[src/rtl/uart_pkg.sv]
// Shared definitions for the UART baud configuration slice: rate codes,
// controller states and default pulse thresholds for a 50 MHz clock.
// Optional feature macro: AUTOBAUD_VERIFY_EN (measure all five low pulses
// of the 0x55 sync character instead of the start bit alone).
package uart_pkg;

  typedef logic [1:0] rate_t;

  localparam rate_t RATE_2400  = 2'd0;
  localparam rate_t RATE_4800  = 2'd1;
  localparam rate_t RATE_9600  = 2'd2;
  localparam rate_t RATE_19200 = 2'd3;

  typedef enum logic [2:0] {
    IDLE,
    ARM,
    WAIT_FALL,
    MEAS_LOW,
    MEAS_HIGH,
    APPLY,
    LOCKED,
    ERROR
  } state_t;

  // Defaults at 50 MHz; one bit at 2400 baud is 20833 cycles.
  localparam int unsigned DEF_CNT_W      = 16;
  localparam int unsigned DEF_IDLE_CYC   = 1024;
  localparam int unsigned DEF_GLITCH_MIN = 1302;   // half a 19200 bit
  localparam int unsigned DEF_LOW_MAX    = 31250;  // 1.5 bits at 2400
  localparam int unsigned DEF_TH_01      = 15625;  // 2400 / 4800 boundary
  localparam int unsigned DEF_TH_12      = 7812;   // 4800 / 9600 boundary
  localparam int unsigned DEF_TH_23      = 3906;   // 9600 / 19200 boundary
  localparam int unsigned DEF_APPLY_CYC  = 2;

  // Low pulses in 0x55: the start bit, then data bits 1, 3, 5 and 7.
`ifdef AUTOBAUD_VERIFY_EN
  localparam int unsigned PULSE_CNT = 5;
`else
  localparam int unsigned PULSE_CNT = 1;
`endif

endpackage

[src/rtl/uart_baud_ctrl_if.sv]
// Control/status bundle between the UART top level (CPU side) and the
// baud configuration controller.
interface uart_baud_ctrl_if;
  import uart_pkg::*;

  logic  start;
  logic  abort;
  logic  cfg_load;
  rate_t manual_rate;
  rate_t baud_rate;
  logic  baud_gen_rst_n;
  logic  busy;
  logic  locked;
  logic  err;

  modport master (
    output start, abort, cfg_load, manual_rate,
    input  baud_rate, baud_gen_rst_n, busy, locked, err
  );

  modport slave (
    input  start, abort, cfg_load, manual_rate,
    output baud_rate, baud_gen_rst_n, busy, locked, err
  );

endinterface

[src/rtl/uart_pulse_classifier.sv]
// Combinational pulse-length classifier: maps a measured low-pulse length in
// clock cycles to a rate code and flags too-short and too-long pulses.
// Shared with the RX framing checker.
module uart_pulse_classifier
  import uart_pkg::*;
#(
  parameter int unsigned CNT_W      = DEF_CNT_W,
  parameter int unsigned GLITCH_MIN = DEF_GLITCH_MIN,
  parameter int unsigned LOW_MAX    = DEF_LOW_MAX,
  parameter int unsigned TH_01      = DEF_TH_01,
  parameter int unsigned TH_12      = DEF_TH_12,
  parameter int unsigned TH_23      = DEF_TH_23
) (
  input  logic [CNT_W-1:0] cnt,
  output rate_t            code,
  output logic             glitch,
  output logic             overflow
);

  localparam logic [CNT_W-1:0] GLITCH_V = CNT_W'(GLITCH_MIN);
  localparam logic [CNT_W-1:0] LOW_MAX_V = CNT_W'(LOW_MAX);
  localparam logic [CNT_W-1:0] TH_01_V  = CNT_W'(TH_01);
  localparam logic [CNT_W-1:0] TH_12_V  = CNT_W'(TH_12);
  localparam logic [CNT_W-1:0] TH_23_V  = CNT_W'(TH_23);

  // Longer pulses mean slower rates; anything below TH_23 is the fastest band.
  always_comb begin
    // NOTE: default assignment first so every path drives code and no latch is inferred.
    code = RATE_19200;
    if (cnt >= TH_01_V) begin
      code = RATE_2400;
    end else if (cnt >= TH_12_V) begin
      code = RATE_4800;
    end else if (cnt >= TH_23_V) begin
      code = RATE_9600;
    end
  end

  assign glitch   = (cnt < GLITCH_V);
  assign overflow = (cnt >= LOW_MAX_V);

endmodule

[src/rtl/uart_baud_ctrl.sv]
// UART baud configuration controller. Auto-detects the line rate from a 0x55
// sync character on rx (or takes a manual rate load), drives the baud
// generator's rate code and pulses its active-low reset so the new divider
// starts cleanly.
// Optional feature macro: AUTOBAUD_VERIFY_EN (all five low pulses of 0x55
// must classify to the same code before the rate is applied).
module uart_baud_ctrl
  import uart_pkg::*;
#(
  parameter int unsigned CNT_W      = DEF_CNT_W,
  parameter int unsigned IDLE_CYC   = DEF_IDLE_CYC,
  parameter int unsigned GLITCH_MIN = DEF_GLITCH_MIN,
  parameter int unsigned LOW_MAX    = DEF_LOW_MAX,
  parameter int unsigned TH_01      = DEF_TH_01,
  parameter int unsigned TH_12      = DEF_TH_12,
  parameter int unsigned TH_23      = DEF_TH_23,
  parameter int unsigned APPLY_CYC  = DEF_APPLY_CYC
) (
  input  logic             clk,
  input  logic             reset,
  input  logic             rx,
  uart_baud_ctrl_if.slave  bus
);

  localparam int unsigned     PW         = (APPLY_CYC > 1) ? $clog2(APPLY_CYC) : 1;
  localparam logic [PW-1:0]   PULSE_LOAD = PW'(APPLY_CYC - 1);
  localparam logic [CNT_W-1:0] ARM_LAST  = CNT_W'(IDLE_CYC - 1);
  localparam logic [CNT_W-1:0] CNT_ONE   = CNT_W'(1);
  localparam logic [2:0]      PULSE_LAST = 3'(PULSE_CNT - 1);

  logic             rx_meta;
  logic             rx_s;
  state_t           state;
  logic [CNT_W-1:0] cnt;
  logic [CNT_W-1:0] cnt_inc;
  rate_t            cand;
  logic [2:0]       pulse_idx;
  logic [PW-1:0]    pulse_cnt;

  rate_t baud_rate_q;
  logic  baud_gen_rst_n_q;
  logic  busy_q;
  logic  locked_q;
  logic  err_q;

  rate_t code;
  logic  glitch;
  logic  overflow;
  logic  meas_fail;

  uart_pulse_classifier #(
    .CNT_W      (CNT_W),
    .GLITCH_MIN (GLITCH_MIN),
    .LOW_MAX    (LOW_MAX),
    .TH_01      (TH_01),
    .TH_12      (TH_12),
    .TH_23      (TH_23)
  ) classifier (
    .cnt      (cnt),
    .code     (code),
    .glitch   (glitch),
    .overflow (overflow)
  );

  // The measurement counter holds at all-ones rather than wrapping.
  assign cnt_inc = (&cnt) ? cnt : cnt + 1'b1;

  // Any phase that ran too long, a low pulse that ended too early, or a later
  // pulse that disagrees with the first one aborts the measurement.
  assign meas_fail = overflow ||
                     ((state == MEAS_LOW) && rx_s &&
                      (glitch || ((pulse_idx != '0) && (code != cand))));

  // Two-flop synchroniser for the asynchronous serial line.
  always_ff @(posedge clk or negedge reset) begin
    if (!reset) begin
      // NOTE: the synchroniser resets to the idle-high line level so leaving reset never looks like a falling edge.
      rx_meta <= 1'b1;
      rx_s    <= 1'b1;
    end else begin
      rx_meta <= rx;
      rx_s    <= rx_meta;
    end
  end

  // Control FSM with registered outputs, plus the generator reset-pulse timer.
  always_ff @(posedge clk or negedge reset) begin
    if (!reset) begin
      state            <= IDLE;
      cnt              <= '0;
      cand             <= RATE_9600;
      pulse_idx        <= '0;
      pulse_cnt        <= '0;
      baud_rate_q      <= RATE_9600;
      baud_gen_rst_n_q <= 1'b0;
      busy_q           <= 1'b0;
      locked_q         <= 1'b0;
      err_q            <= 1'b0;
    end else begin
      // NOTE: non-blocking assignments throughout; a later assignment in this block overrides the earlier default.
      // The pulse timer runs independently of the state so an abort during
      // APPLY still releases the generator after APPLY_CYC cycles.
      if (!baud_gen_rst_n_q) begin
        if (pulse_cnt == '0) begin
          baud_gen_rst_n_q <= 1'b1;
        end else begin
          pulse_cnt <= pulse_cnt - 1'b1;
        end
      end

      if (bus.abort) begin
        state     <= IDLE;
        busy_q    <= 1'b0;
        err_q     <= 1'b0;
        cnt       <= '0;
        pulse_idx <= '0;
        if (state != LOCKED) begin
          locked_q <= 1'b0;
        end
      end else begin
        case (state)
          IDLE, LOCKED, ERROR: begin
            if (bus.start) begin
              state     <= ARM;
              busy_q    <= 1'b1;
              locked_q  <= 1'b0;
              err_q     <= 1'b0;
              cnt       <= '0;
              pulse_idx <= '0;
            end else if (bus.cfg_load) begin
              cand             <= bus.manual_rate;
              baud_rate_q      <= bus.manual_rate;
              baud_gen_rst_n_q <= 1'b0;
              pulse_cnt        <= PULSE_LOAD;
              locked_q         <= 1'b0;
              err_q            <= 1'b0;
              state            <= APPLY;
            end
          end

          ARM: begin
            if (!rx_s) begin
              cnt <= '0;
            end else if (cnt >= ARM_LAST) begin
              cnt   <= '0;
              state <= WAIT_FALL;
            end else begin
              cnt <= cnt_inc;
            end
          end

          WAIT_FALL: begin
            if (!rx_s) begin
              cnt   <= CNT_ONE;
              state <= MEAS_LOW;
            end
          end

          MEAS_LOW, MEAS_HIGH: begin
            if (meas_fail) begin
              state    <= ERROR;
              err_q    <= 1'b1;
              busy_q   <= 1'b0;
              locked_q <= 1'b0;
            end else if (state == MEAS_LOW) begin
              if (!rx_s) begin
                cnt <= cnt_inc;
              end else begin
                if (pulse_idx == '0) begin
                  cand <= code;
                end
                if (pulse_idx == PULSE_LAST) begin
                  baud_rate_q      <= (pulse_idx == '0) ? code : cand;
                  baud_gen_rst_n_q <= 1'b0;
                  pulse_cnt        <= PULSE_LOAD;
                  cnt              <= '0;
                  state            <= APPLY;
                end else begin
                  pulse_idx <= pulse_idx + 1'b1;
                  cnt       <= CNT_ONE;
                  state     <= MEAS_HIGH;
                end
              end
            end else begin
              if (rx_s) begin
                cnt <= cnt_inc;
              end else begin
                cnt   <= CNT_ONE;
                state <= MEAS_LOW;
              end
            end
          end

          APPLY: begin
            if (pulse_cnt == '0) begin
              locked_q <= 1'b1;
              busy_q   <= 1'b0;
              state    <= LOCKED;
            end
          end

          default: state <= IDLE;
        endcase
      end
    end
  end

  assign bus.baud_rate      = baud_rate_q;
  assign bus.baud_gen_rst_n = baud_gen_rst_n_q;
  assign bus.busy           = busy_q;
  assign bus.locked         = locked_q;
  assign bus.err            = err_q;

endmodule

[src/flat_wrapper.sv]
// flat-port wrapper written by rule: the top's interface ports become plain ports
module uart_baud_ctrl_flat import uart_pkg::*;
#(
  parameter int unsigned CNT_W      = DEF_CNT_W,
  parameter int unsigned IDLE_CYC   = DEF_IDLE_CYC,
  parameter int unsigned GLITCH_MIN = DEF_GLITCH_MIN,
  parameter int unsigned LOW_MAX    = DEF_LOW_MAX,
  parameter int unsigned TH_01      = DEF_TH_01,
  parameter int unsigned TH_12      = DEF_TH_12,
  parameter int unsigned TH_23      = DEF_TH_23,
  parameter int unsigned APPLY_CYC  = DEF_APPLY_CYC
)
  (clk, reset, rx, bus_start, bus_abort, bus_cfg_load, bus_manual_rate, bus_baud_rate, bus_baud_gen_rst_n, bus_busy, bus_locked, bus_err);
  uart_baud_ctrl_if bus_i ();
  input  logic clk;
  input  logic reset;
  input  logic rx;
  input wire logic [$bits(bus_i.start)-1:0] bus_start;
  input wire logic [$bits(bus_i.abort)-1:0] bus_abort;
  input wire logic [$bits(bus_i.cfg_load)-1:0] bus_cfg_load;
  input wire logic [$bits(bus_i.manual_rate)-1:0] bus_manual_rate;
  output wire logic [$bits(bus_i.baud_rate)-1:0] bus_baud_rate;
  output wire logic [$bits(bus_i.baud_gen_rst_n)-1:0] bus_baud_gen_rst_n;
  output wire logic [$bits(bus_i.busy)-1:0] bus_busy;
  output wire logic [$bits(bus_i.locked)-1:0] bus_locked;
  output wire logic [$bits(bus_i.err)-1:0] bus_err;
  assign bus_i.start = bus_start;
  assign bus_i.abort = bus_abort;
  assign bus_i.cfg_load = bus_cfg_load;
  assign bus_i.manual_rate = bus_manual_rate;
  assign bus_baud_rate = bus_i.baud_rate;
  assign bus_baud_gen_rst_n = bus_i.baud_gen_rst_n;
  assign bus_busy = bus_i.busy;
  assign bus_locked = bus_i.locked;
  assign bus_err = bus_i.err;
  uart_baud_ctrl #(.CNT_W(CNT_W), .IDLE_CYC(IDLE_CYC), .GLITCH_MIN(GLITCH_MIN), .LOW_MAX(LOW_MAX), .TH_01(TH_01), .TH_12(TH_12), .TH_23(TH_23), .APPLY_CYC(APPLY_CYC)) u_core (.clk(clk), .reset(reset), .rx(rx), .bus(bus_i));
endmodule
[config.mk]
export PLATFORM = sky130hd
export DESIGN_NAME = uart_baud_ctrl_flat
export DESIGN_NICKNAME = d
export VERILOG_FILES = /design/src/rtl/uart_pkg.sv /design/src/rtl/uart_baud_ctrl_if.sv /design/src/rtl/uart_pulse_classifier.sv /design/src/rtl/uart_baud_ctrl.sv /design/src/flat_wrapper.sv
export SDC_FILE = /design/constraint.sdc
export NUM_CORES = 1
export LEC_CHECK = 0
export CAP_MARGIN = 20
export CORE_MARGIN = 2
export CORE_UTILIZATION = 65
export CTS_BUF_LIST = sky130_fd_sc_hd__clkbuf_4 sky130_fd_sc_hd__clkbuf_8
export CTS_CLUSTER_DIAMETER = 80
export CTS_CLUSTER_SIZE = 16
export DETAILED_ROUTE_END_ITERATION = 7
export PLACE_DENSITY = 0.9
export SYNTH_ARGS = -nofsm -noshare
export SYNTH_HDL_FRONTEND = slang
export SYNTH_SLANG_ARGS = --single-unit
[constraint.sdc]
create_clock -name clk -period 6.83 [get_ports clk]
set_clock_uncertainty 0.05 [all_clocks]
set_input_delay 1.0245 -clock clk [delete_from_list [all_inputs] [get_ports clk]]
set_output_delay 1.0245 -clock clk [all_outputs]
set_load 0.03 [all_outputs]
# [Yosys cells after proc, flatten, opt, wreduce, memory -nomap -nowiden]
# Cells that the tools add are included.
[totals] register_bits=31 input_bits=8 out_inout_bits=6 word_cells=146
[classes] add_sub_neg=3 order_cmp=6 eq_ne=28 mux=75 bitwise_logic=1 n_reduce_logical=22
[ops] cell="2-to-1 mux 16 bit" count=10
[ops] cell="one-hot mux 16 bit (4 select lines)" count=1
[ops] cell="2-to-1 mux 3 bit" count=16
[ops] cell="2-to-1 mux 1 bit" count=32
[ops] cell="!= test 3 bit, second input constant" count=6
[ops] cell="adder 16 x 1 -> 16 bit, second input constant" count=1
[ops] cell=">= comparator 16 x 10 -> 1 bit, second input constant" count=1
[ops] cell=">= comparator 16 x 12 -> 1 bit, second input constant" count=1
[ops] cell=">= comparator 16 x 13 -> 1 bit, second input constant" count=1
[ops] cell=">= comparator 16 x 14 -> 1 bit, second input constant" count=1
[ops] cell=">= comparator 16 x 15 -> 1 bit, second input constant" count=1
[ops] cell="< comparator 16 x 11 -> 1 bit, second input constant" count=1
[ops] cell="2-to-1 mux 2 bit" count=8
[ops] cell="AND reduction 16 bit" count=1
[ops] cell="!= test 3 x 2 -> 1 bit, second input constant" count=5
[ops] cell="one-hot mux 3 bit (5 select lines)" count=1
[ops] cell="== test 3 bit, second input constant" count=4
[ops] cell="AND reduction 5 bit" count=2
[ops] cell="!= test 2 x 1 -> 1 bit, second input constant" count=4
[ops] cell="AND reduction 4 bit" count=2
[ops] cell="AND reduction 8 bit" count=1
[ops] cell="== test 3 x 2 -> 1 bit, second input constant" count=2
[ops] cell="logical NOT 3 bit" count=2
[ops] cell="!= test 2 bit, second input constant" count=3
[ops] cell="21 further kinds" count=28

# [Logic depth before layout (Yosys ltp)]
# Gate-level depths: netlist of run 1.
[logic_depth] depth_word=12 mapped_depth=11 mapped_depth_nobuf=9

# [Cells and area by module]
# Synthesis of run 1 repeated with hierarchy kept, for this count alone.
[unflattened] cells_unflattened=259 area_unflattened_um2=2244.7
[by_module_without_submodules] mod="uart_baud_ctrl" instances=1 cells_each=230 area_each_um2=2038.2 seq_area_each_um2=779.5
[by_module_without_submodules] mod="uart_pulse_classifier" instances=1 cells_each=29 area_each_um2=206.4 seq_area_each_um2=0.0

# [Least setup slack after synthesis of run 1]
# No wires, ideal clock.
[synth_timing] path_kind="register -> register" start="register u_core.cnt[5]" end="register u_core.locked_q, in the netlist u_core.bus.locked" setup_time_ns=0.125 arrival_time_ns=2.310 required_time_ns=6.655 slack_ns=4.345 path_stages_with_launch=9 n_path_buf=1 synth_period_minus_slack_ns=2.485 path_cell_list="dfrtp_1 buf_6 or4_4 nor4_4 a22oi_2 a211o_1 or2_1 a211oi_2 mux2_2"
[synth_between] elab_chain_cells=11
[synth_lines] item="from (decl)" line="uart_baud_ctrl.sv:34" rtl="logic [CNT_W-1:0] cnt;"
[synth_lines] item="from (signal assigned)" line="uart_baud_ctrl.sv:148" rtl="cnt <= cnt_inc;"
[synth_lines] item="from (signal assigned)" line="uart_baud_ctrl.sv:167" rtl="cnt <= cnt_inc;"
[synth_lines] item="from (signal assigned)" line="uart_baud_ctrl.sv:186" rtl="cnt <= cnt_inc;"
[synth_lines] item=">= comparator 16 x 12 -> 1 bit" line="uart_pulse_classifier.sv:34" rtl="end else if (cnt >= TH_23_V) begin"
[synth_lines] item="2-to-1 mux 1 bit" line="uart_pulse_classifier.sv:34"
[synth_lines] item="2-to-1 mux 2 bit" line="uart_pulse_classifier.sv:32" rtl="end else if (cnt >= TH_12_V) begin"
[synth_lines] item="2-to-1 mux 2 bit" line="uart_pulse_classifier.sv:30" rtl="if (cnt >= TH_01_V) begin"
[synth_lines] item="!= test 2 bit" line="uart_baud_ctrl.sv:72" rtl="(glitch || ((pulse_idx != '0) && (code != cand))));"
[synth_lines] item="logical AND 1 bit" line="uart_baud_ctrl.sv:72"
[synth_lines] item="logical OR 1 bit" line="uart_baud_ctrl.sv:72"
[synth_lines] item="logical AND 1 bit" line="uart_baud_ctrl.sv:71" rtl="((state == MEAS_LOW) && rx_s &&"
[synth_lines] item="logical OR 1 bit (*)" line="uart_baud_ctrl.sv:70" rtl="assign meas_fail = overflow ||"
[synth_lines] item="!= test 3 x 2 -> 1 bit (no source line) (*)"
[synth_lines] item="AND reduction 5 bit (no source line) (*)"
[synth_lines] item="to (signal assigned)" line="uart_baud_ctrl.sv:97" rtl="locked_q <= 1'b0;"
[synth_lines] item="to (signal assigned)" line="uart_baud_ctrl.sv:118" rtl="locked_q <= 1'b0;"
[synth_lines] item="to (signal assigned)" line="uart_baud_ctrl.sv:126" rtl="locked_q <= 1'b0;"
[synth_lines] item="to (decl)" line="uart_baud_ctrl.sv:43" rtl="logic locked_q;"
# Every way passes the cells marked *; elsewhere a longest branch is shown, timed or not.
# A chain may end at the register's enable or synchronous reset.

# [Worst setup path in the final report of run 1]
[layout_timing] start="register u_core.state[1]" end="register u_core.baud_rate_q[1], in the netlist u_core.bus.baud_rate[1]"
[layout_between] elab_chain_cells=6
[layout_lines] item="from (decl)" line="uart_baud_ctrl.sv:33" rtl="state_t state;"
[layout_lines] item="from (signal assigned)" line="uart_baud_ctrl.sv:89" rtl="state <= IDLE;"
[layout_lines] item="from (signal assigned)" line="uart_baud_ctrl.sv:112" rtl="state <= IDLE;"
[layout_lines] item="from (signal assigned)" line="uart_baud_ctrl.sv:124" rtl="state <= ARM;"
[layout_lines] item="== test 3 x 2 -> 1 bit" line="uart_baud_ctrl.sv:71, uart_baud_ctrl.sv:121, uart_baud_ctrl.sv:165"
[layout_lines] item="logical AND 1 bit (2 in series)" line="uart_baud_ctrl.sv:71"
[layout_lines] item="logical OR 1 bit" line="uart_baud_ctrl.sv:70"
[layout_lines] item="!= test 2 bit (no source line)"
[layout_lines] item="AND reduction 8 bit (no source line)"
[layout_lines] item="to (signal assigned)" line="uart_baud_ctrl.sv:132" rtl="baud_rate_q <= bus.manual_rate;"
[layout_lines] item="to (signal assigned)" line="uart_baud_ctrl.sv:173" rtl="baud_rate_q <= (pulse_idx == '0) ? code : cand;"
[layout_lines] item="to (decl)" line="uart_baud_ctrl.sv:40" rtl="rate_t baud_rate_q;"
# Parallel ways exist; a longest one is shown, timed or not.

==> results of run 1 <==
==> logic make-up after synthesis <==
logic type,synth area share
compound gates,0.336
buf+inv,0.0887
mux,0.0196
fa+ha+maj,0.0280
flops,0.291
simple gates,0.234
xor+xnor,0.00327
==> sequential cells by signal, summed over array words and instances, names as in the netlist <==
| register | count |
|---|---|
| u_core.rx_meta | 1 |
| u_core.bus.locked | 1 |
| u_core.bus.baud_gen_rst_n | 1 |
| u_core.state | 3 |
| u_core.rx_s | 1 |
| u_core.cnt | 16 |
| u_core.pulse_idx | 3 |
| u_core.pulse_cnt | 1 |
| u_core.bus.baud_rate | 2 |
| u_core.bus.busy | 1 |
| u_core.bus.err | 1 |
==> worst max path at each step <==
stage                                 from                                  end  slack (ps)  cells after the start
2_1_floorplan    u_core.cnt[5]$_DFFE_PN0P_        u_core.bus.locked$_DFFE_PN0P_        4350                      8
3_3_place_gp                     bus_abort            u_core.cnt[0]$_DFFE_PN0P_        3530                      4
3_5_place_dp                     bus_abort  u_core.bus.baud_rate[1]$_DFFE_PN1P_        3360                      5
4_1_cts        u_core.state[1]$_DFFE_PN0P_  u_core.bus.baud_rate[1]$_DFFE_PN1P_        3530                      7
5_1_grt        u_core.state[1]$_DFFE_PN0P_           u_core.cnt[14]$_DFFE_PN0P_        3090                      6
6_report       u_core.state[1]$_DFFE_PN0P_  u_core.bus.baud_rate[1]$_DFFE_PN1P_        3330                      7
==> critical path, stage by stage (launching register included) <==
cell	delay, ps
sky130_fd_sc_hd__dfrtp_1	680
sky130_fd_sc_hd__nor2b_1	610
sky130_fd_sc_hd__nand2_1	140
sky130_fd_sc_hd__o21ai_0	290
sky130_fd_sc_hd__nor2b_1	930
sky130_fd_sc_hd__a21oi_1	230
sky130_fd_sc_hd__a21oi_1	320
sky130_fd_sc_hd__o22a_1	200
==> cell usage in the layout (no fill, tap or decap), types with 5 or more instances in the layout <==
cell type	count
sky130_fd_sc_hd__dfrtp_1	28
sky130_fd_sc_hd__o211ai_1	11
sky130_fd_sc_hd__clkdlybuf4s50_1	13
sky130_fd_sc_hd__inv_1	18
sky130_fd_sc_hd__o21ai_0	9
sky130_fd_sc_hd__clkbuf_8	5
sky130_fd_sc_hd__nor4_1	5
sky130_fd_sc_hd__a31oi_1	9
sky130_fd_sc_hd__ha_1	6
sky130_fd_sc_hd__nor3_1	10
sky130_fd_sc_hd__nor2b_1	5
sky130_fd_sc_hd__nand2_1	26
sky130_fd_sc_hd__o22a_1	6
sky130_fd_sc_hd__nand3_1	18
sky130_fd_sc_hd__a211oi_1	5
sky130_fd_sc_hd__o31ai_1	5
sky130_fd_sc_hd__a21oi_1	16
sky130_fd_sc_hd__nor2_1	22
==> layout make-up <==
type	count	share of cell area
inverters	19	0.0254
well taps	50	0.0223
repair buffers	15	0.0516
clock inverters	1	0.00178
flip-flops and latches	31	0.277
multi-input cells	240	0.592
clock buffers	7	0.0298
==> stage by stage <==
step | area [um^2] | utilization
after floorplan | 2680 | -
after global placement | 2720 | 0.686
after detailed placement | 2720 | 0.686
after CTS | 2810 | 0.708
after global routing | 2810 | 0.708
final | 2810 | 0.708
==> power by group <==
group | leakage (nW) | total, mW | internal [mW] | switching (mW)
Sequential | 0.409 | 0.282 | 0.214 | 0.0677
Combinational | 0.619 | 0.400 | 0.157 | 0.243
Clock | 0.0491 | 0.155 | 0.0795 | 0.0753
==> per-layer routing <==
metal | vias to the layer above | global-route usage | share of wire
li1 | 1186 | - | -
met1 | 1238 | 0.488 | 0.41
met2 | 185 | 0.499 | 0.46
met3 | 23 | 0.0691 | 0.10
met4 | 0 | 0.150 | 0.030
met5 | - | 0 | 0
==> key figures, run 1 <==
Global routing
  – Antenna violations before repair: 0
  – Maximum number of pins on one net before global-route repair: 32
  – Vias in the first global route: 2,309
  – Global router's overall resource usage: 0.342
  – First-pass GRT wire length: 11.8 mm
  – Overflow after GRT: 0

Placement
  – Number of input and output port buffers inserted: 13
  – Cell total after placement: 355
  – Detailed-placement wirelength estimate: 4.97 mm
  – Final weighted congestion in routability-driven placement: 0.947
  – Worst setup timing slack at the placement stage: 3360 ps

Detailed routing
  – Number of design-rule violations left by the first detailed-router iteration: 562
  – Final antenna-violating net count: 0
  – Total iterations of the first detailed-routing run: 5
  – Routed via count divided by cell count: 7.25
  – Overall via count from detail_route: 2,632
  – Final wirelength: 7.26 mm
  – Wirelength per Cell: 20.0 um
  – DRC errors left: 0

Floorplanning
  – Number of rows created at floorplan: 23
  – Starting Density: 0.675
  – Core region area: 3970 um^2
  – Chip width: 68.2 um
  – Area of the die: 4650 um^2
  – Count of boundary I/O pins: 14
  – Height of the chip: 68.2 um

Clocking
  – Post-CTS repair timing setup buffer count: 0
  – CTS tree: yes
  – Number of buffers added by the clock tree synthesis step: 5
  – Worst skew pair latency: 290 ps
  – H-tree levels: 2
  – Sinks on the clock net: 31
  – Root Driver: sky130_fd_sc_hd__clkbuf_8
  – CTS Hold Bufs: 0
  – Clock slew at the register clock pins of the worst setup and hold paths: 70 ps
  – Buffer levels on the longest clock path: 2
  – Post_cts resized: 0

Synth
  – Fraction of registers with async set or reset after synthesis: 1.00
  – Synthesis Warnings: 0
  – Synth Net Count: 327
  – Leading cell type by number of instances after synthesis: sky130_fd_sc_hd__dfrtp_1
  – Post-synthesis instance area: 2680 um^2
  – Number of synthesized register bits: 31
  – Proportion of netlist area held by the largest area contributor: 0.261
  – Number of synthesized flops with an enable pin: 0
  – Most used DFF post-synth: sky130_fd_sc_hd__dfrtp_1
  – Dominant cell type by area after synthesis: sky130_fd_sc_hd__dfrtp_1
  – Synthesized netlist cell count: 313
  – Part of the Yosys area used for sequential elements: 0.291
  – Commonest cells in the synthesized netlist: sky130_fd_sc_hd__dfrtp_1 (28), sky130_fd_sc_hd__nand2_1 (26), sky130_fd_sc_hd__nor2_1 (22), sky130_fd_sc_hd__inv_1 (18), sky130_fd_sc_hd__nand3_1 (18)
  – Mean post-synth cell area: 8.57 um^2
  – Area contributors post-synth: sky130_fd_sc_hd__dfrtp_1 (26%), sky130_fd_sc_hd__nand2_1 (3.6%), sky130_fd_sc_hd__nand3_1 (3.4%)
  – Library cells used by synthesis: 72

Setup path
  – Critical path startpoint category: flop
  – Classification of the worst setup path: reg2reg
  – Path depth of the worst reg2reg path: 7
  – FF-to-FF setup slack: 3330 ps
  – Kind of end point of the critical path: flop
  – Worst R2R End: u_core.bus.baud_rate[1]$_DFFE_PN1P_
  – Maximum net fanout on the critical path: 17
  – Critical path required time: 7020 ps
  – Endpoint arrival time on the critical path: 3680 ps
  – Reg2reg start: u_core.state[1]$_DFFE_PN0P_

Timing
  – Fin Setup TNS: 0 ps
  – Fraction of the cycle the final worst path needs: 0.512
  – Final worst slack: 3330 ps
  – Setup repair after global routing missed its margin: no
  – Finish-stage setup viols: 0
  – Slew of the pin with the lowest slew margin: 1080 ps
  – Max Fclk: 286 MHz
  – Relative slew margins: 0.281
  – Final-report max-slew violation count: 0
  – Final hold vios: 0
  – Fin crit period: 3500 ps
  – Worst Hold Slack: 311 ps

Worst hold path
  – Hold endpoint: u_core.rx_s$_DFF_PN1_
  – Hold Path Class: reg2reg
  – Min-Delay Path Depth: 0
  – Hold path start: u_core.rx_meta$_DFF_PN1_

Final layout
  – Ratio of cells with drive above 1 in the final layout: 0.144
  – Number of nets in the finished design: 326
  – Antenna Cells: 0
  – Area growth from synthesis to layout: 4.85%
  – Multi-input combinational cell area: 1660 um^2
  – Sequential cell area: 779 um^2
  – Filler instances: 307
  – Final Non-Filler Cells: 363

Pwr
  – Power after layout: 0.836 mW
  – Lkg Pwr: 1.08 nW
  – Total power density per cell area: 298 nW/um^2
  – Maximum vdd ir drop: 0.000262 V

Status
  – Result of the run: complete, no violations

Flow run
  – Maximum capacitance violations: 0
No activity file was read; power rests on OpenSTA's default activity.
==> run 2, diff against run 1 <==
Settings changed: CORE_UTILIZATION 65 to 63, PLACE_DENSITY 0.9 to 0.88.
Clock period 6.83 ns to 3.4 ns, I/O delays scaled along.
==> key figures, run 2 (same netlist as run 1, synthesis figures left out) <==
Timing
  – Fin Setup TNS: 0 ps (unchanged)
  – Final hold vios: 0 (unchanged)
  – Fraction of the cycle the final worst path needs: 0.880 (was 0.512)
  – Final worst slack: 407 ps (was 3330 ps)
  – Setup repair after global routing missed its margin: no (unchanged)
  – Final-report max-slew violation count: 0 (unchanged)
  – Fin crit period: 2990 ps (was 3500 ps)
  – Finish-stage setup viols: 0 (unchanged)
  – Relative slew margins: 0.462 (was 0.281)
  – Max Fclk: 334 MHz (was 286 MHz)
  – Slew of the pin with the lowest slew margin: 799 ps (was 1080 ps)

Final layout
  – Antenna Cells: 0 (unchanged)
  – Core utilization of the finished layout: 0.703 (was 0.708)
  – Ratio of cells with drive above 1 in the final layout: 0.157 (was 0.144)
  – Filler instances: 304 (was 307)
  – Number of nets in the finished design: 331 (was 326)
  – Design area: 2850 um^2 (was 2810 um^2)
  – Max FFs per register: 16 (unchanged)
  – Largest register by flop count: u_core.cnt (unchanged)
  – Area growth from synthesis to layout: 6.35% (was 4.85%)
  – Multi-input combinational cell area: 1660 um^2 (unchanged)
  – Most used cells in the layout excluding fill and tap cells: sky130_fd_sc_hd__dfrtp_1 (28), sky130_fd_sc_hd__nand2_1 (26), sky130_fd_sc_hd__nor2_1 (22) (unchanged)
  – Biggest regs: u_core.cnt (16), u_core.pulse_idx (3), u_core.state (3) (unchanged)
  – Sequential cell area: 779 um^2 (unchanged)
  – Most common cell after layout, fill and taps aside: sky130_fd_sc_hd__dfrtp_1 (unchanged)

Global routing
  – Antenna violations before repair: 0 (unchanged)
  – Maximum number of pins on one net before global-route repair: 32 (unchanged)
  – Vias in the first global route: 2,334 (was 2,309)
  – Overflow after GRT: 0 (unchanged)
  – First-pass GRT wire length: 11.7 mm (was 11.8 mm)
  – Global router's overall resource usage: 0.301 (was 0.342)

Clocking
  – Root Driver: sky130_fd_sc_hd__clkbuf_8 (unchanged)
  – Number of buffers added by the clock tree synthesis step: 5 (unchanged)
  – Sinks on the clock net: 31 (unchanged)
  – Worst skew pair latency: 280 ps (was 290 ps)
  – CTS Hold Bufs: 0 (unchanged)
  – H-tree levels: 2 (unchanged)
  – Clock slew at the register clock pins of the worst setup and hold paths: 60 ps (was 70 ps)
  – CTS tree: yes (unchanged)
  – Post_cts resized: 0 (unchanged)
  – Buffer levels on the longest clock path: 2 (unchanged)
  – Post-CTS repair timing setup buffer count: 0 (unchanged)

Setup path
  – FF-to-FF setup slack: 410 ps (was 3330 ps)
  – Endpoint arrival time on the critical path: 3140 ps (was 3680 ps)
  – Maximum net fanout on the critical path: 13 (was 17)
  – Kind of end point of the critical path: flop (unchanged)
  – Critical path startpoint category: flop (unchanged)
  – Reg2reg start: u_core.cnt[9]$_DFFE_PN0P_ (was u_core.state[1]$_DFFE_PN0P_)
  – Worst R2R End: u_core.cnt[0]$_DFFE_PN0P_ (was u_core.bus.baud_rate[1]$_DFFE_PN1P_)
  – Classification of the worst setup path: reg2reg (unchanged)
  – Path depth of the worst reg2reg path: 8 (was 7)
  – Critical path required time: 3550 ps (was 7020 ps)

Detailed routing
  – Total iterations of the first detailed-routing run: 5 (unchanged)
  – Number of design-rule violations left by the first detailed-router iteration: 389 (was 562)
  – DRC errors left: 0 (unchanged)
  – Overall via count from detail_route: 2,667 (was 2,632)
  – Final wirelength: 7.08 mm (was 7.26 mm)
  – Wirelength per Cell: 19.2 um (was 20.0 um)
  – Routed via count divided by cell count: 7.25 (about the same)
  – Final antenna-violating net count: 0 (unchanged)

Floorplanning
  – Core region area: 4060 um^2 (was 3970 um^2)
  – Count of boundary I/O pins: 14 (unchanged)
  – Starting Density: 0.661 (was 0.675)
  – Number of rows created at floorplan: 23 (unchanged)
  – Chip width: 69.2 um (was 68.2 um)
  – Height of the chip: 69.2 um (was 68.2 um)
  – Area of the die: 4790 um^2 (was 4650 um^2)

Pwr
  – Maximum vdd ir drop: 0.000455 V (was 0.000262 V)
  – Total power density per cell area: 589 nW/um^2 (was 298 nW/um^2)
  – Lkg Pwr: 1.10 nW (was 1.08 nW)

Worst hold path
  – Hold endpoint: u_core.rx_s$_DFF_PN1_ (unchanged)
  – Hold path start: u_core.rx_meta$_DFF_PN1_ (unchanged)
  – Min-Delay Path Depth: 0 (unchanged)
  – Hold Path Class: reg2reg (unchanged)

Placement
  – Number of input and output port buffers inserted: 13 (unchanged)
  – Instance area at placement: 2760 um^2 (was 2720 um^2)
  – Worst setup timing slack at the placement stage: 473 ps (was 3360 ps)
  – Final weighted congestion in routability-driven placement: 0.972 (was 0.947)
  – Detailed-placement wirelength estimate: 4.96 mm (was 4.97 mm)

Flow run
  – Maximum capacitance violations: 0 (unchanged)

Status
  – Result of the run: complete, no violations (unchanged)
## run 2: changes by cell type in the layout (fill, tap and decap cells not counted)
cell | before | now
sky130_fd_sc_hd__clkbuf_4 | 2 | 3
sky130_fd_sc_hd__clkinv_2 | 1 | 0
sky130_fd_sc_hd__buf_4 | 2 | 7
## run 2: area by class of cell
cell class                      instances  share of cell area
Clock buffer                            8              0.0320
Inverter                               19              0.0250
Multi-Input combinational cell        240               0.584
Sequential cell                        31               0.273
Tap cell                               50              0.0219
Timing Repair Buffer                   20              0.0641
## run 2: worst max-delay path by stage
stage	start	endpoint	slack (ps)	cells after the start
3_5_place_dp	u_core.cnt[9]$_DFFE_PN0P_	u_core.cnt[7]$_DFFE_PN0P_	470	7
2_1_floorplan	u_core.cnt[5]$_DFFE_PN0P_	u_core.bus.locked$_DFFE_PN0P_	920	8
5_1_grt	u_core.cnt[9]$_DFFE_PN0P_	u_core.cnt[7]$_DFFE_PN0P_	280	7
3_3_place_gp	u_core.cnt[9]$_DFFE_PN0P_	u_core.cnt[15]$_DFFE_PN0P_	530	8
6_report	u_core.cnt[9]$_DFFE_PN0P_	u_core.cnt[0]$_DFFE_PN0P_	410	8
4_1_cts	u_core.cnt[9]$_DFFE_PN0P_	u_core.cnt[7]$_DFFE_PN0P_	460	7
## run 2: layer usage
layer	global-route usage	part of all wire	vias to the layer above
met3	0.0567	0.12	33
met1	0.452	0.42	1243
met5	0	0	-
li1	-	-	1190
met4	0.109	0.030	0
met2	0.429	0.43	201
## run 2: report_power, final
| group | leakage, nW | switching (mW) | internal, mW |
|---|---|---|---|
| clock | 0.0498 | 0.130 | 0.169 |
| combinational | 0.645 | 0.488 | 0.333 |
| sequential | 0.409 | 0.129 | 0.431 |
| total | 1.10 | 0.747 | 0.932 |
## run 2: per-stage QoR
stage | std cells | total power, mW | hold slack [ps]
2_1_floorplan | 313 | 1.18 | 164
3_3_place_gp | 360 | 1.33 | 296
3_5_place_dp | 360 | 1.35 | 297
4_1_cts | 368 | 1.65 | 306
5_1_grt | 368 | 1.77 | 312
6_report | 368 | 1.68 | 306
## run 2: worst max-delay path, cell delays in order, from the launching register on
cell and delay, ps:
sky130_fd_sc_hd__dfrtp_1 560, sky130_fd_sc_hd__or4_4 640, sky130_fd_sc_hd__nor4_4 150, sky130_fd_sc_hd__a22oi_2 130, sky130_fd_sc_hd__o32ai_4 310, sky130_fd_sc_hd__o21ai_2 150
sky130_fd_sc_hd__buf_4 220, sky130_fd_sc_hd__a21oi_1 440, sky130_fd_sc_hd__mux2i_1 260
==> run 3, diff against run 2 <==
Settings changed: CORE_ASPECT_RATIO from default to 1.5, RECOVER_POWER from default to 100.
==> key figures, run 3 (same netlist as run 1, synthesis figures left out) <==
Status
  – Result of the run: complete, but fails checks (was complete, no violations)
  – Violated checks: capacitance limit, slew limit

Detailed routing
  – Final antenna-violating net count: 0 (unchanged)
  – Number of design-rule violations left by the first detailed-router iteration: 206 (was 389)
  – Total iterations of the first detailed-routing run: 5 (unchanged)
  – Final wirelength: 7.09 mm (was 7.08 mm)
  – Routed via count divided by cell count: 7.33 (was 7.25)
  – Overall via count from detail_route: 2,684 (was 2,667)
  – Wirelength per Cell: 19.4 um (was 19.2 um)
  – DRC errors left: 0 (unchanged)

Final layout
  – Sequential cell area: 779 um^2 (unchanged)
  – Multi-input combinational cell area: 1600 um^2 (was 1660 um^2)
  – Biggest regs: u_core.cnt (16), u_core.pulse_idx (3), u_core.state (3) (unchanged)
  – Ratio of cells with drive above 1 in the final layout: 0.128 (was 0.157)
  – Most common cell after layout, fill and taps aside: sky130_fd_sc_hd__dfrtp_1 (unchanged)
  – Filler instances: 330 (was 304)
  – Number of nets in the finished design: 333 (was 331)
  – Max FFs per register: 16 (unchanged)
  – Largest register by flop count: u_core.cnt (unchanged)
  – Most used cells in the layout excluding fill and tap cells: sky130_fd_sc_hd__dfrtp_1 (28), sky130_fd_sc_hd__nand2_1 (26), sky130_fd_sc_hd__nor2_1 (22) (unchanged)
  – Area growth from synthesis to layout: 4.20% (was 6.35%)
  – Core utilization of the finished layout: 0.670 (was 0.703)
  – Antenna Cells: 0 (unchanged)

Setup path
  – Endpoint arrival time on the critical path: 3160 ps (was 3140 ps)
  – Reg2reg start: u_core.cnt[9]$_DFFE_PN0P_ (unchanged)
  – Kind of end point of the critical path: flop (unchanged)
  – FF-to-FF setup slack: 370 ps (was 410 ps)
  – Classification of the worst setup path: reg2reg (unchanged)
  – Critical path required time: 3530 ps (was 3550 ps)
  – Critical path startpoint category: flop (unchanged)
  – Maximum net fanout on the critical path: 13 (unchanged)
  – Worst R2R End: u_core.cnt[7]$_DFFE_PN0P_ (was u_core.cnt[0]$_DFFE_PN0P_)
  – Path depth of the worst reg2reg path: 7 (was 8)

Flow run
  – Maximum capacitance violations: 1 (was 0)

Placement
  – Worst setup timing slack at the placement stage: 486 ps (was 473 ps)
  – Number of input and output port buffers inserted: 13 (unchanged)
  – Detailed-placement wirelength estimate: 5.12 mm (was 4.96 mm)
  – Final weighted congestion in routability-driven placement: 1.04 (was 0.972)

Timing
  – Slew of the pin with the lowest slew margin: 1720 ps (was 799 ps)
  – Setup repair after global routing missed its margin: no (unchanged)
  – Fin Setup TNS: 0 ps (unchanged)
  – Relative slew margins: -0.150 (was 0.462)
  – Fin crit period: 3030 ps (was 2990 ps)
  – Fraction of the cycle the final worst path needs: 0.890 (was 0.880)
  – Worst Hold Slack: 312 ps (was 306 ps)
  – Final hold vios: 0 (unchanged)
  – Finish-stage setup viols: 0 (unchanged)
  – Max Fclk: 330 MHz (was 334 MHz)
  – Final worst slack: 373 ps (was 407 ps)
  – Final-report max-slew violation count: 32 (was 0)

Pwr
  – Total power density per cell area: 595 nW/um^2 (was 589 nW/um^2)
  – Power spent charging and discharging nets: 0.735 mW (was 0.747 mW)
  – Maximum vdd ir drop: 0.000522 V (was 0.000455 V)
  – Power after layout: 1.66 mW (was 1.68 mW)
  – Share of total power in the clock network: 0.199 (was 0.178)
  – Sequential Power Share: 0.318 (was 0.333)
  – Lkg Pwr: 1.09 nW (was 1.10 nW)
  – Internal portion of total power: 0.928 mW (was 0.932 mW)
  – Fraction of power spent switching nets: 0.442 (was 0.445)
  – Combinational share of power: 0.482 (was 0.489)

Floorplanning
  – Height of the chip: 83.9 um (was 69.2 um)
  – Chip width: 57.3 um (was 69.2 um)
  – Count of boundary I/O pins: 14 (unchanged)
  – Core region area: 4170 um^2 (was 4060 um^2)
  – Number of rows created at floorplan: 29 (was 23)
  – Area of the die: 4800 um^2 (was 4790 um^2)
  – Starting Density: 0.643 (was 0.661)

Clocking
  – CTS tree: yes (unchanged)
  – Buffer levels on the longest clock path: 2 (unchanged)
  – Post_cts resized: 0 (unchanged)
  – Worst skew pair latency: 290 ps (was 280 ps)
  – Root Driver: sky130_fd_sc_hd__clkbuf_8 (unchanged)
  – H-tree levels: 2 (unchanged)
  – Clock slew at the register clock pins of the worst setup and hold paths: 70 ps (was 60 ps)
  – Number of buffers added by the clock tree synthesis step: 5 (unchanged)
  – Sinks on the clock net: 31 (unchanged)
  – CTS Hold Bufs: 0 (unchanged)
  – Post-CTS repair timing setup buffer count: 0 (unchanged)

Global routing
  – Global router's overall resource usage: 0.308 (was 0.301)
  – Overflow after GRT: 0 (unchanged)
  – First-pass GRT wire length: 11.9 mm (was 11.7 mm)
  – Vias in the first global route: 2,640 (was 2,334)
  – Antenna violations before repair: 0 (unchanged)
  – Maximum number of pins on one net before global-route repair: 32 (unchanged)

Worst hold path
  – Hold endpoint: u_core.rx_s$_DFF_PN1_ (unchanged)
  – Hold path start: u_core.rx_meta$_DFF_PN1_ (unchanged)
  – Min-Delay Path Depth: 0 (unchanged)
  – Hold Path Class: reg2reg (unchanged)
## run 3: cell types whose count changed in the layout (fill, tap and decap cells not counted), moves of 2 or more
cell / previous run / this run
sky130_fd_sc_hd__clkbuf_1: 0 / 3
sky130_fd_sc_hd__dlygate4sd3_1: 0 / 8
sky130_fd_sc_hd__clkbuf_4: 3 / 0
sky130_fd_sc_hd__clkdlybuf4s50_1: 13 / 5
sky130_fd_sc_hd__a2bb2oi_2: 4 / 0
sky130_fd_sc_hd__a2bb2oi_1: 2 / 6
sky130_fd_sc_hd__clkbuf_8: 5 / 7
## run 3: area by class of cell
type	instances	area share
Clock buffer	7	0.0345
Timing Repair Buffer	22	0.0667
Sequential cell	31	0.279
Multi-Input combinational cell	240	0.571
Clock inverter	1	0.00269
Tap cell	46	0.0206
Inverter	19	0.0255
## run 3: power groups by stage
stage	registers, mW	logic [mW]	clock network (mW)
floorplan	0.524	0.652	0
finish	0.530	0.802	0.332
global route	0.542	0.864	0.349
CTS	0.528	0.838	0.337
global placement	0.531	0.823	0
detailed placement	0.535	0.833	0
## run 3: how the worst max path moves through the flow
stage | startpoint | to | slack [ps] | cells past startpoint
final | u_core.cnt[9]$_DFFE_PN0P_ | u_core.cnt[7]$_DFFE_PN0P_ | 370 | 7
after global routing | u_core.cnt[9]$_DFFE_PN0P_ | u_core.cnt[1]$_DFFE_PN0P_ | 200 | 8
after CTS | u_core.cnt[9]$_DFFE_PN0P_ | u_core.cnt[7]$_DFFE_PN0P_ | 440 | 7
after detailed placement | u_core.cnt[9]$_DFFE_PN0P_ | u_core.cnt[7]$_DFFE_PN0P_ | 490 | 7
after global placement | u_core.cnt[9]$_DFFE_PN0P_ | u_core.cnt[7]$_DFFE_PN0P_ | 590 | 7
after floorplan | u_core.cnt[5]$_DFFE_PN0P_ | u_core.bus.locked$_DFFE_PN0P_ | 920 | 8
## run 3: critical path, stage by stage (launching register included)
cell and delay [ps]:
sky130_fd_sc_hd__dfrtp_1 510, sky130_fd_sc_hd__or4_1 600, sky130_fd_sc_hd__nor4_1 270, sky130_fd_sc_hd__a22oi_2 140
sky130_fd_sc_hd__o32ai_4 330, sky130_fd_sc_hd__o21a_1 480, sky130_fd_sc_hd__o21ai_4 180, sky130_fd_sc_hd__o41ai_1 350
## run 3: per-layer routing
| layer | share of wire | track usage |
|---|---|---|
| met1 | 0.36 | 0.334 |
| met2 | 0.51 | 0.531 |
| met3 | 0.075 | 0.0558 |
| met4 | 0.058 | 0.203 |
| met5 | 0 | 0 |
## run 3: through the flow
stage          instance area [um^2]  cells
2_1_floorplan                  2680    313
3_3_place_gp                   2770    358
3_5_place_dp                   2770    358
4_1_cts                        2870    366
5_1_grt                        2790    366
6_report                       2790    366
